==> src/rtl/pmod_jtag_pkg.sv <==
// pmod_jtag_pkg: shared types, synchronizer bit map and status word layout for the ER2 command path
package pmod_jtag_pkg;
    typedef enum logic [1:0] {IDLE, SHIFT, WAIT_UPD, COMMIT} state_t;
    localparam int DEF_DR_W  = 16;
    localparam int SIG_TCK   = 0;
    localparam int SIG_TDI   = 1;
    localparam int SIG_TLR   = 2;
    localparam int SIG_EN    = 3;
    localparam int SIG_SDC   = 4;
    localparam int SIG_UPD   = 5;
    localparam int SIG_N     = 6;
    localparam int ST_VALID  = 15;
    localparam int ST_OVF_HI = 14;
    localparam int ST_OVF_LO = 8;
    localparam int ST_FRM_HI = 7;
    localparam int ST_FRM_LO = 0;
    function automatic logic [DEF_DR_W-1:0] status_word(input logic valid, input logic [6:0] ovf, input logic [7:0] frm);
        return {valid, ovf, frm};
    endfunction
endpackage

==> src/rtl/jtag_sig_sync.sv <==
// jtag_sig_sync: multi-stage synchronizer with one-clock rise/fall pulses per bit
module jtag_sig_sync #(
    parameter int W      = 6,
    parameter int STAGES = 2
) (
    input  logic         clk,
    input  logic         rst,
    input  logic [W-1:0] d,
    output logic [W-1:0] q,
    output logic [W-1:0] rise,
    output logic [W-1:0] fall
);
    logic [W-1:0] sync_q [STAGES];
    logic [W-1:0] q_d;
    always_ff @(posedge clk) begin
        if (rst) begin
            for (int i = 0; i < STAGES; i++) sync_q[i] <= '0;
            q_d <= '0;
        end else begin
            sync_q[0] <= d;
            for (int i = 1; i < STAGES; i++) sync_q[i] <= sync_q[i-1];
            q_d <= sync_q[STAGES-1];
        end
    end
    assign q    = sync_q[STAGES-1];
    assign rise = q & ~q_d;
    assign fall = ~q & q_d;
endmodule

==> src/rtl/jtag_er2_cmd_rx.sv <==
// jtag_er2_cmd_rx: oversampled GW_JTAG ER2 DR receiver presenting commands on a valid/ready port
module jtag_er2_cmd_rx
    import pmod_jtag_pkg::*;
#(
    parameter int DR_W        = DEF_DR_W,
    parameter int SYNC_STAGES = 2,
    parameter int CNT_W       = 8
) (
    input  logic             clk_i,
    input  logic             rst_i,
    input  logic             tck_i,
    input  logic             tdi_i,
    input  logic             test_logic_reset_i,
    input  logic             enable_er2_i,
    input  logic             shift_dr_capture_dr_i,
    input  logic             update_dr_i,
    output logic             tdo_er2_o,
    input  logic [DR_W-1:0]  status_i,
    output logic [DR_W-1:0]  cmd_data_o,
    output logic             cmd_valid_o,
    input  logic             cmd_ready_i,
    output logic [CNT_W-1:0] ovf_cnt_o,
    output logic [CNT_W-1:0] frm_err_cnt_o
);
    localparam int BC_W = $clog2(DR_W + 2);
    logic [SIG_N-1:0] s_q, s_rise, s_fall;
    logic             sync_unused;
    logic             tck_rise, tck_fall, tdi, tlr, en, en_fall, act, upd_rise;
    state_t           state, state_nx;
    logic [DR_W-1:0]  sr, sr_nx;
    logic [BC_W-1:0]  bit_cnt, cnt_nx;
    logic             commit_ok, commit_err, free;
    jtag_sig_sync #(.W(SIG_N), .STAGES(SYNC_STAGES)) u_sync (
        .clk  (clk_i),
        .rst  (rst_i),
        .d    ({update_dr_i, shift_dr_capture_dr_i, enable_er2_i, test_logic_reset_i, tdi_i, tck_i}),
        .q    (s_q),
        .rise (s_rise),
        .fall (s_fall)
    );
    assign tck_rise    = s_rise[SIG_TCK];
    assign tck_fall    = s_fall[SIG_TCK];
    assign tdi         = s_q[SIG_TDI];
    assign tlr         = s_q[SIG_TLR];
    assign en          = s_q[SIG_EN];
    assign en_fall     = s_fall[SIG_EN];
    assign act         = en & s_q[SIG_SDC];
    assign upd_rise    = s_rise[SIG_UPD];
    assign sync_unused = ^{s_q[SIG_TCK], s_q[SIG_UPD], s_rise[SIG_TDI], s_rise[SIG_TLR], s_rise[SIG_EN], s_rise[SIG_SDC],
                           s_fall[SIG_TDI], s_fall[SIG_TLR], s_fall[SIG_SDC], s_fall[SIG_UPD]};
    assign free        = ~cmd_valid_o | cmd_ready_i;
    always_comb begin
        state_nx   = state;
        sr_nx      = sr;
        cnt_nx     = bit_cnt;
        commit_ok  = 1'b0;
        commit_err = 1'b0;
        case (state)
            IDLE: if (act && tck_rise) begin
                sr_nx    = status_i;
                cnt_nx   = '0;
                state_nx = SHIFT;
            end
            SHIFT: if (act && tck_rise) begin
                sr_nx  = {tdi, sr[DR_W-1:1]};
                cnt_nx = (bit_cnt == BC_W'(DR_W + 1)) ? bit_cnt : bit_cnt + 1'b1;
            end else if (!act) state_nx = WAIT_UPD;
            WAIT_UPD: if (upd_rise && en) state_nx = COMMIT;
            else if (act && tck_rise) begin
                sr_nx    = status_i;
                cnt_nx   = '0;
                state_nx = SHIFT;
            end
            COMMIT: begin
                commit_ok  = bit_cnt == BC_W'(DR_W);
                commit_err = ~commit_ok;
                state_nx   = IDLE;
            end
            default: state_nx = IDLE;
        endcase
        // A TAP reset or losing ER2 abandons the scan but leaves the command port alone
        if (tlr || en_fall) begin
            state_nx   = IDLE;
            sr_nx      = '0;
            cnt_nx     = '0;
            commit_ok  = 1'b0;
            commit_err = 1'b0;
        end
    end
    always_ff @(posedge clk_i) begin
        if (rst_i) begin
            state         <= IDLE;
            sr            <= '0;
            bit_cnt       <= '0;
            tdo_er2_o     <= 1'b0;
            cmd_data_o    <= '0;
            cmd_valid_o   <= 1'b0;
            ovf_cnt_o     <= '0;
            frm_err_cnt_o <= '0;
        end else begin
            state   <= state_nx;
            sr      <= sr_nx;
            bit_cnt <= cnt_nx;
            if (state == SHIFT && tck_fall) tdo_er2_o <= sr[0];
            if (commit_ok && free) begin
                cmd_data_o  <= sr;
                cmd_valid_o <= 1'b1;
            end else if (cmd_valid_o && cmd_ready_i) cmd_valid_o <= 1'b0;
            if (commit_ok && !free && ovf_cnt_o != '1) ovf_cnt_o <= ovf_cnt_o + 1'b1;
            if (commit_err && frm_err_cnt_o != '1) frm_err_cnt_o <= frm_err_cnt_o + 1'b1;
        end
    end
endmodule

==> config.mk <==
export PLATFORM = sky130hd
export DESIGN_NAME = jtag_er2_cmd_rx
export DESIGN_NICKNAME = d
export VERILOG_FILES = /design/src/rtl/pmod_jtag_pkg.sv /design/src/rtl/jtag_sig_sync.sv /design/src/rtl/jtag_er2_cmd_rx.sv
export SDC_FILE = /design/constraint.sdc
export NUM_CORES = 1
export LEC_CHECK = 0
export BUFFER_PORTS_ARGS = -buffer_cell sky130_fd_sc_hd__buf_2
export CAP_MARGIN = 30
export CORE_UTILIZATION = 50
export DETAILED_ROUTE_END_ITERATION = 10
export GPL_ROUTABILITY_DRIVEN = 0
export PLACE_DENSITY = 0.73
export SKIP_LAST_GASP = 1
export SYNTH_ARGS = -nofsm -noshare
export SYNTH_HDL_FRONTEND = slang
export SYNTH_SLANG_ARGS = --single-unit
==> constraint.sdc <==
create_clock -name clk_i -period 4.2 [get_ports clk_i]
set_input_delay 0.21 -clock clk_i [delete_from_list [all_inputs] [get_ports clk_i]]
set_output_delay 0.21 -clock clk_i [all_outputs]
set_load 0.005 [all_outputs]
* After elaboration in Yosys (flattened, before gate mapping)
Memories as Yosys holds them, arrays and structs flattened. Index checks and enable logic that the tools add are counted.
Cells by class: reductions and logical operators 17, add/subtract/negate cells 3, equal/unequal tests 12, mux-type cells 25, bitwise logic cells 10
Operators with widths (number):
- $mux W16 | 3
- $pmux W16 S3 | 1
- $mux W5 | 4
- $add A8 B1 Y8 const B | 2
- $ne A8 B8 Y1 const B | 2
- $pmux W5 S3 | 1
- $mux W6 | 2
- $eq A5 B5 Y1 const B | 2
- $ne A2 B2 Y1 const B | 5
- $mux W1 | 9
- $logic_and A1 B1 Y1 | 8
- $mux W2 | 4
- $pmux W2 S4 | 1
- $and A6 B6 Y6 | 1
- $not A6 Y6 | 1
- $add A5 B1 Y5 const B | 1
- $and A4 B4 Y4 | 1
- $eq A2 B2 Y1 const B | 2
- $not A4 Y4 | 1
- $reduce_and A4 Y1 | 1
- $or A1 B1 Y1 | 3
- $reduce_and A3 Y1 | 1
- $reduce_bool A3 Y1 | 1
- $eq A2 B1 Y1 const B | 1
- 8 further kinds | 9
Word-level totals: memories kept 1, bits in writable memories 12, bits in registers 63
Memory list:
- u_sync.sync_q | words 2, bits a word 6, rd ports 2, clocked after Yosys merged registers in 0, write ports 2, RTL line jtag_sig_sync.sv:13 | logic [W-1:0] sync_q [STAGES];

* Depth between registers and ports, before layout
word-level depth 6, gate-level depth with buffers 8

* Cells and area by module
Synthesis repeated with hierarchy kept, for this count alone.
Unflattened totals: cells, all modules 345, area, all modules 3159.3 µm²
Modules (own cells, without submodules):
- jtag_er2_cmd_rx | area an instance 2549.9 µm², sequential area each 1141.1 µm², instances 1, cells each 290
- jtag_sig_sync | area an instance 609.3 µm², sequential area each 360.3 µm², instances 1, cells each 55

* Worst setup path after synthesis
Ideal clock, no wire load.
path kind register to register, from reg bit_cnt[0], to reg ovf_cnt_o[6], cell stages (with the launch flop) 8, clock period less this slack 2.158 ns, data arrival time 2.071 ns, required time 4.114 ns, slack 2.042 ns, library setup time 0.086 ns, cells stage by stage dfxtp_1 > inv_1 > ha_1 > and4bb_1 > or4b_4 > buf_6 > or4_4 > a221oi_2
Between the ends: word-level cells in the longest chain between the ends 5
Ends and longest elaborated chain:
- start: declaration | RTL line jtag_er2_cmd_rx.sv:31 | logic [BC_W-1:0] bit_cnt, cnt_nx;
- start signal: assignment | RTL line jtag_er2_cmd_rx.sv:103 | bit_cnt <= cnt_nx;
- $eq A5 B5 Y1 | RTL line jtag_er2_cmd_rx.sv:75 | commit_ok = bit_cnt == BC_W'(DR_W);
- $mux W1 | RTL line jtag_er2_cmd_rx.sv:58 | case (state)
- $mux W1 | RTL line jtag_er2_cmd_rx.sv:82 | if (tlr || en_fall) begin
- $logic_and A1 B1 Y1 (2 in series) | RTL line jtag_er2_cmd_rx.sv:109 | if (commit_ok && !free && ovf_cnt_o != '1) ovf_cnt_o <= ovf_cnt_o + 1'b1;
- end signal: assignment | RTL line jtag_er2_cmd_rx.sv:109
- end: declaration | RTL line jtag_er2_cmd_rx.sv:22 | output logic [CNT_W-1:0] ovf_cnt_o,
No other way between the ends. A chain may end at the register's enable or synchronous reset.

* Worst setup path in the final report
from reg bit_cnt[0], to reg frm_err_cnt_o[4]
Between the ends: word-level cells in the longest chain between the ends 5
Ends and longest elaborated chain:
- $eq A5 B5 Y1 | RTL line jtag_er2_cmd_rx.sv:75
- $not A1 Y1 | RTL line jtag_er2_cmd_rx.sv:76 | commit_err = ~commit_ok;
- $mux W1 | RTL line jtag_er2_cmd_rx.sv:58
- $mux W1 | RTL line jtag_er2_cmd_rx.sv:82
- $logic_and A1 B1 Y1 | RTL line jtag_er2_cmd_rx.sv:110 | if (commit_err && frm_err_cnt_o != '1) frm_err_cnt_o <= frm_err_cnt_o + 1'b1;
- end signal: assignment | RTL line jtag_er2_cmd_rx.sv:110
- end: declaration | RTL line jtag_er2_cmd_rx.sv:23 | output logic [CNT_W-1:0] frm_err_cnt_o
No other way between the ends.

==> qor.json <==
{
  "run_status": {
    "outcome": "finished, final reports clean"
  },
  "floorplanning": {
    "die_x_um": 82.0,
    "rows": 28,
    "die_h_um": 82.0,
    "placeable_core_area_sq_um": 6060,
    "floorplan.initialDensity": 0.528,
    "design.die.area_sq_um": 6720,
    "ioPinCount": 59
  },
  "place": {
    "placement.io_buffers": 58,
    "dp_slack_ns": 1.81,
    "placedCellCount": 470,
    "post_dp_hpwl_um": 4190
  },
  "clocking": {
    "cts_setup_buffers": 0,
    "tritoncts": "built",
    "cts_num_sinks": 72,
    "cts_max_level": 3,
    "cts-root-buf": "clkbuf_8",
    "numCtsBuffers": 9,
    "cts_hold_buffers_added": 0,
    "post_cts_resized": 0,
    "path_clk_slew_ns": 0.07,
    "clk-insertion-delay-late_ns": 0.36,
    "clock_path_buffers": 2
  },
  "yosys": {
    "ys_ff_latch": 72,
    "yosys_most_used_dff": "dfxtp_1",
    "synth-compound-area-share": 0.125,
    "syn-cell-area_sq_um": 3200,
    "synthesis.instances": 359,
    "synth_edf_count": 0,
    "syn-mean-instance-area_sq_um": 8.91,
    "yosys_warnings": 0,
    "synth.lib_cells_used.distinct": 44,
    "mappedNetlistNets": 389,
    "synthAdderAreaFrac": 0.0196,
    "postSynth.asyncResetShare": 0,
    "post_synth_xor_area_fraction": 0,
    "synth-seq-area-share": 0.451,
    "synth_top_family_by_area": "simple AND/OR/NAND/NOR gates",
    "post_synth_mux_area_share": 0.0739,
    "post_synth_and_or_nand_nor_area_fraction": 0.289
  },
  "pwr": {
    "totalPowerFinal_mw": 1.39,
    "leakage_nw": 1.40,
    "max-vdd-ir-drop_mv": 0.200,
    "power.density_cell_area_nw_per_um2": 370
  },
  "drt": {
    "dr.pass1.iters": 4,
    "route.detailed.drc": 0,
    "routed-via-count": 2638,
    "route.detailed.vias_per_inst": 5.43,
    "drt-total-wl_um": 6230,
    "drtIter0Drc": 93,
    "ant_nets": 0,
    "wl_per_cell_um": 12.8
  },
  "critical_path": {
    "setup.worst_path.class": "reg -> reg",
    "end_kind": "flop",
    "worstSetupStartpoint": "bit_cnt[0]",
    "critPathArrivalTime_ns": 2.68,
    "top_fanout_value_on_the_critical_path": 16,
    "critical_path_required_ns": 4.48,
    "worst_r2r_startpoint": "bit_cnt[0]",
    "reg2reg_setup_slack_ns": 1.79,
    "critPathLaunchType": "flop"
  },
  "timing": {
    "finalSetupViolations": 0,
    "setup_repair_after_global_routing_missed_its_margin": "false",
    "hold_violations": 0,
    "period_minus_slack_ns": 2.41,
    "timing_max_transition_violations_final": 0,
    "maxClockFrequency_ghz": 0.415,
    "post-route-worst-setup-slack_ns": 1.79,
    "tns_ns": 0,
    "relSlewSlack": 0.310,
    "final.setup_skew_ns": 0.0123,
    "max_slew.worst_pin.slew_ns": 1.04,
    "layout_worst_path_cycle_share": 0.573
  },
  "hold_path": {
    "hold_path_class": "in -> reg",
    "hold_path.startpoint": "update_dr_i"
  },
  "global_route": {
    "grt_pass1_wl_um": 10400,
    "grt_start_max_net_pins": 75,
    "grt_util_all_layers": 0.205,
    "grt-ovfl-total": 0,
    "initial_antenna_violation_count": 0,
    "number_of_global_route_vias_before_repair": 2346
  },
  "run": {
    "drv_cap": 0
  },
  "final_layout": {
    "drive_above_1_share": 0.202,
    "layout.filler_cells": 538,
    "finish.net_count": 436,
    "layout_commonest_cell": "dfxtp_1",
    "area_growth_pct": 17.4,
    "layout.cells.most_common_list": "72 x dfxtp_1, 58 x buf_2, 37 x nand2_1",
    "post_layout_nonfiller_instances": 486,
    "diodes": 0,
    "final_util": 0.620
  }
}
[where the power goes]
group	switching (mW)	internal, mW	leakage, nW	total, mW
Clock	0.264	0.394	0.108	0.657
Combinational	0.0223	0.0199	0.715	0.0422
Sequential	0.00287	0.689	0.583	0.691
Total	0.289	1.10	1.40	1.39
[metrics by stage]
step | cell area, sq um | hold slack [ns]
after floorplan | 3200 | 0.338
after global placement | 3500 | 0.418
after detailed placement | 3510 | 0.423
after CTS | 3750 | 0.0522
final | 3750 | 0.0648
after global routing | 3750 | 0.0571
[critical path, cell delays in order (launching register included)]
cell      delay (ns)
dfxtp_1         0.39
inv_1           0.09
ha_1            0.20
and4bb_1        0.20
or4_1           0.75
or4_1           0.57
a21oi_1         0.14
[cell type report]
class | count | area, sq um | area share
inverter | 8 | 30.0 | 0.00800
sequential | 72 | 1440 | 0.384
clock inverter | 7 | 120 | 0.0320
clock buffer | 9 | 124 | 0.0330
timing repair buffer | 61 | 320 | 0.0853
tap | 75 | 93.8 | 0.0250
multi-input combinational | 254 | 1630 | 0.433
[synthesized netlist by cell type (2+ instances only)]
| cell type | count | share of area |
|---|---|---|
| dfxtp_1 | 72 | 0.45 |
| a21oi_1 | 13 | 0.020 |
| ha_1 | 5 | 0.020 |
| nand4_1 | 4 | 0.0078 |
| and3_1 | 2 | 0.0039 |
| mux2i_1 | 18 | 0.056 |
| clkbuf_1 | 21 | 0.025 |
| nor4_1 | 4 | 0.0078 |
| nand2b_1 | 36 | 0.070 |
| buf_2 | 3 | 0.0047 |
| or4_1 | 4 | 0.0094 |
| nor3_1 | 3 | 0.0047 |
| nor2b_1 | 24 | 0.047 |
| nand2_1 | 37 | 0.043 |
| mux2_1 | 3 | 0.011 |
| o21ai_1 | 3 | 0.0047 |
| nor2_1 | 30 | 0.035 |
| nand4b_1 | 3 | 0.0082 |
| o211ai_1 | 2 | 0.0047 |
| o21ai_0 | 7 | 0.011 |
| or3_1 | 7 | 0.014 |
| o31ai_1 | 5 | 0.012 |
| nand3_1 | 7 | 0.011 |
| and2_1 | 2 | 0.0039 |
| mux2_2 | 2 | 0.0070 |
| inv_1 | 8 | 0.0094 |
| a311oi_1 | 17 | 0.047 |
[cells by family after synthesis]
family | count (synthesis)
multiplexers | 23
adder cells (fa/ha/maj) | 5
buffers and inverters | 33
flip-flops | 72
AND/OR/NAND/NOR | 170
AO/OA/AOI/OAI | 56
[final timing paths]
kind / cells after the start / to
hold reg to reg: 1 / u_sync.sync_q[0][10]
setup / recovery: 6 / frm_err_cnt_o[4]
hold / removal: 2 / u_sync.sync_q[0][5]
setup reg to reg: 6 / frm_err_cnt_o[4]
[state kept, by name (all words and copies together) (netlist names)]
name and count:
cmd_data_o 16, sr 16, u_sync.sync_q 12, frm_err_cnt_o 8
ovf_cnt_o 8, bit_cnt 5, u_sync.q_d 3, state 2
cmd_valid_o 1, tdo_er2_o 1
[metal layers]
| layer | vias to the layer above | GRT usage | routed length, um |
|---|---|---|---|
| li1 | 1347 | - | - |
| met1 | 1225 | 0.255 | 3040 |
| met2 | 56 | 0.324 | 2780 |
| met3 | 10 | 0.0589 | 289 |
| met4 | 0 | 0.100 | 119 |
| met5 | - | 0 | 0 |
No activity file was read; power rests on OpenSTA's default activity.
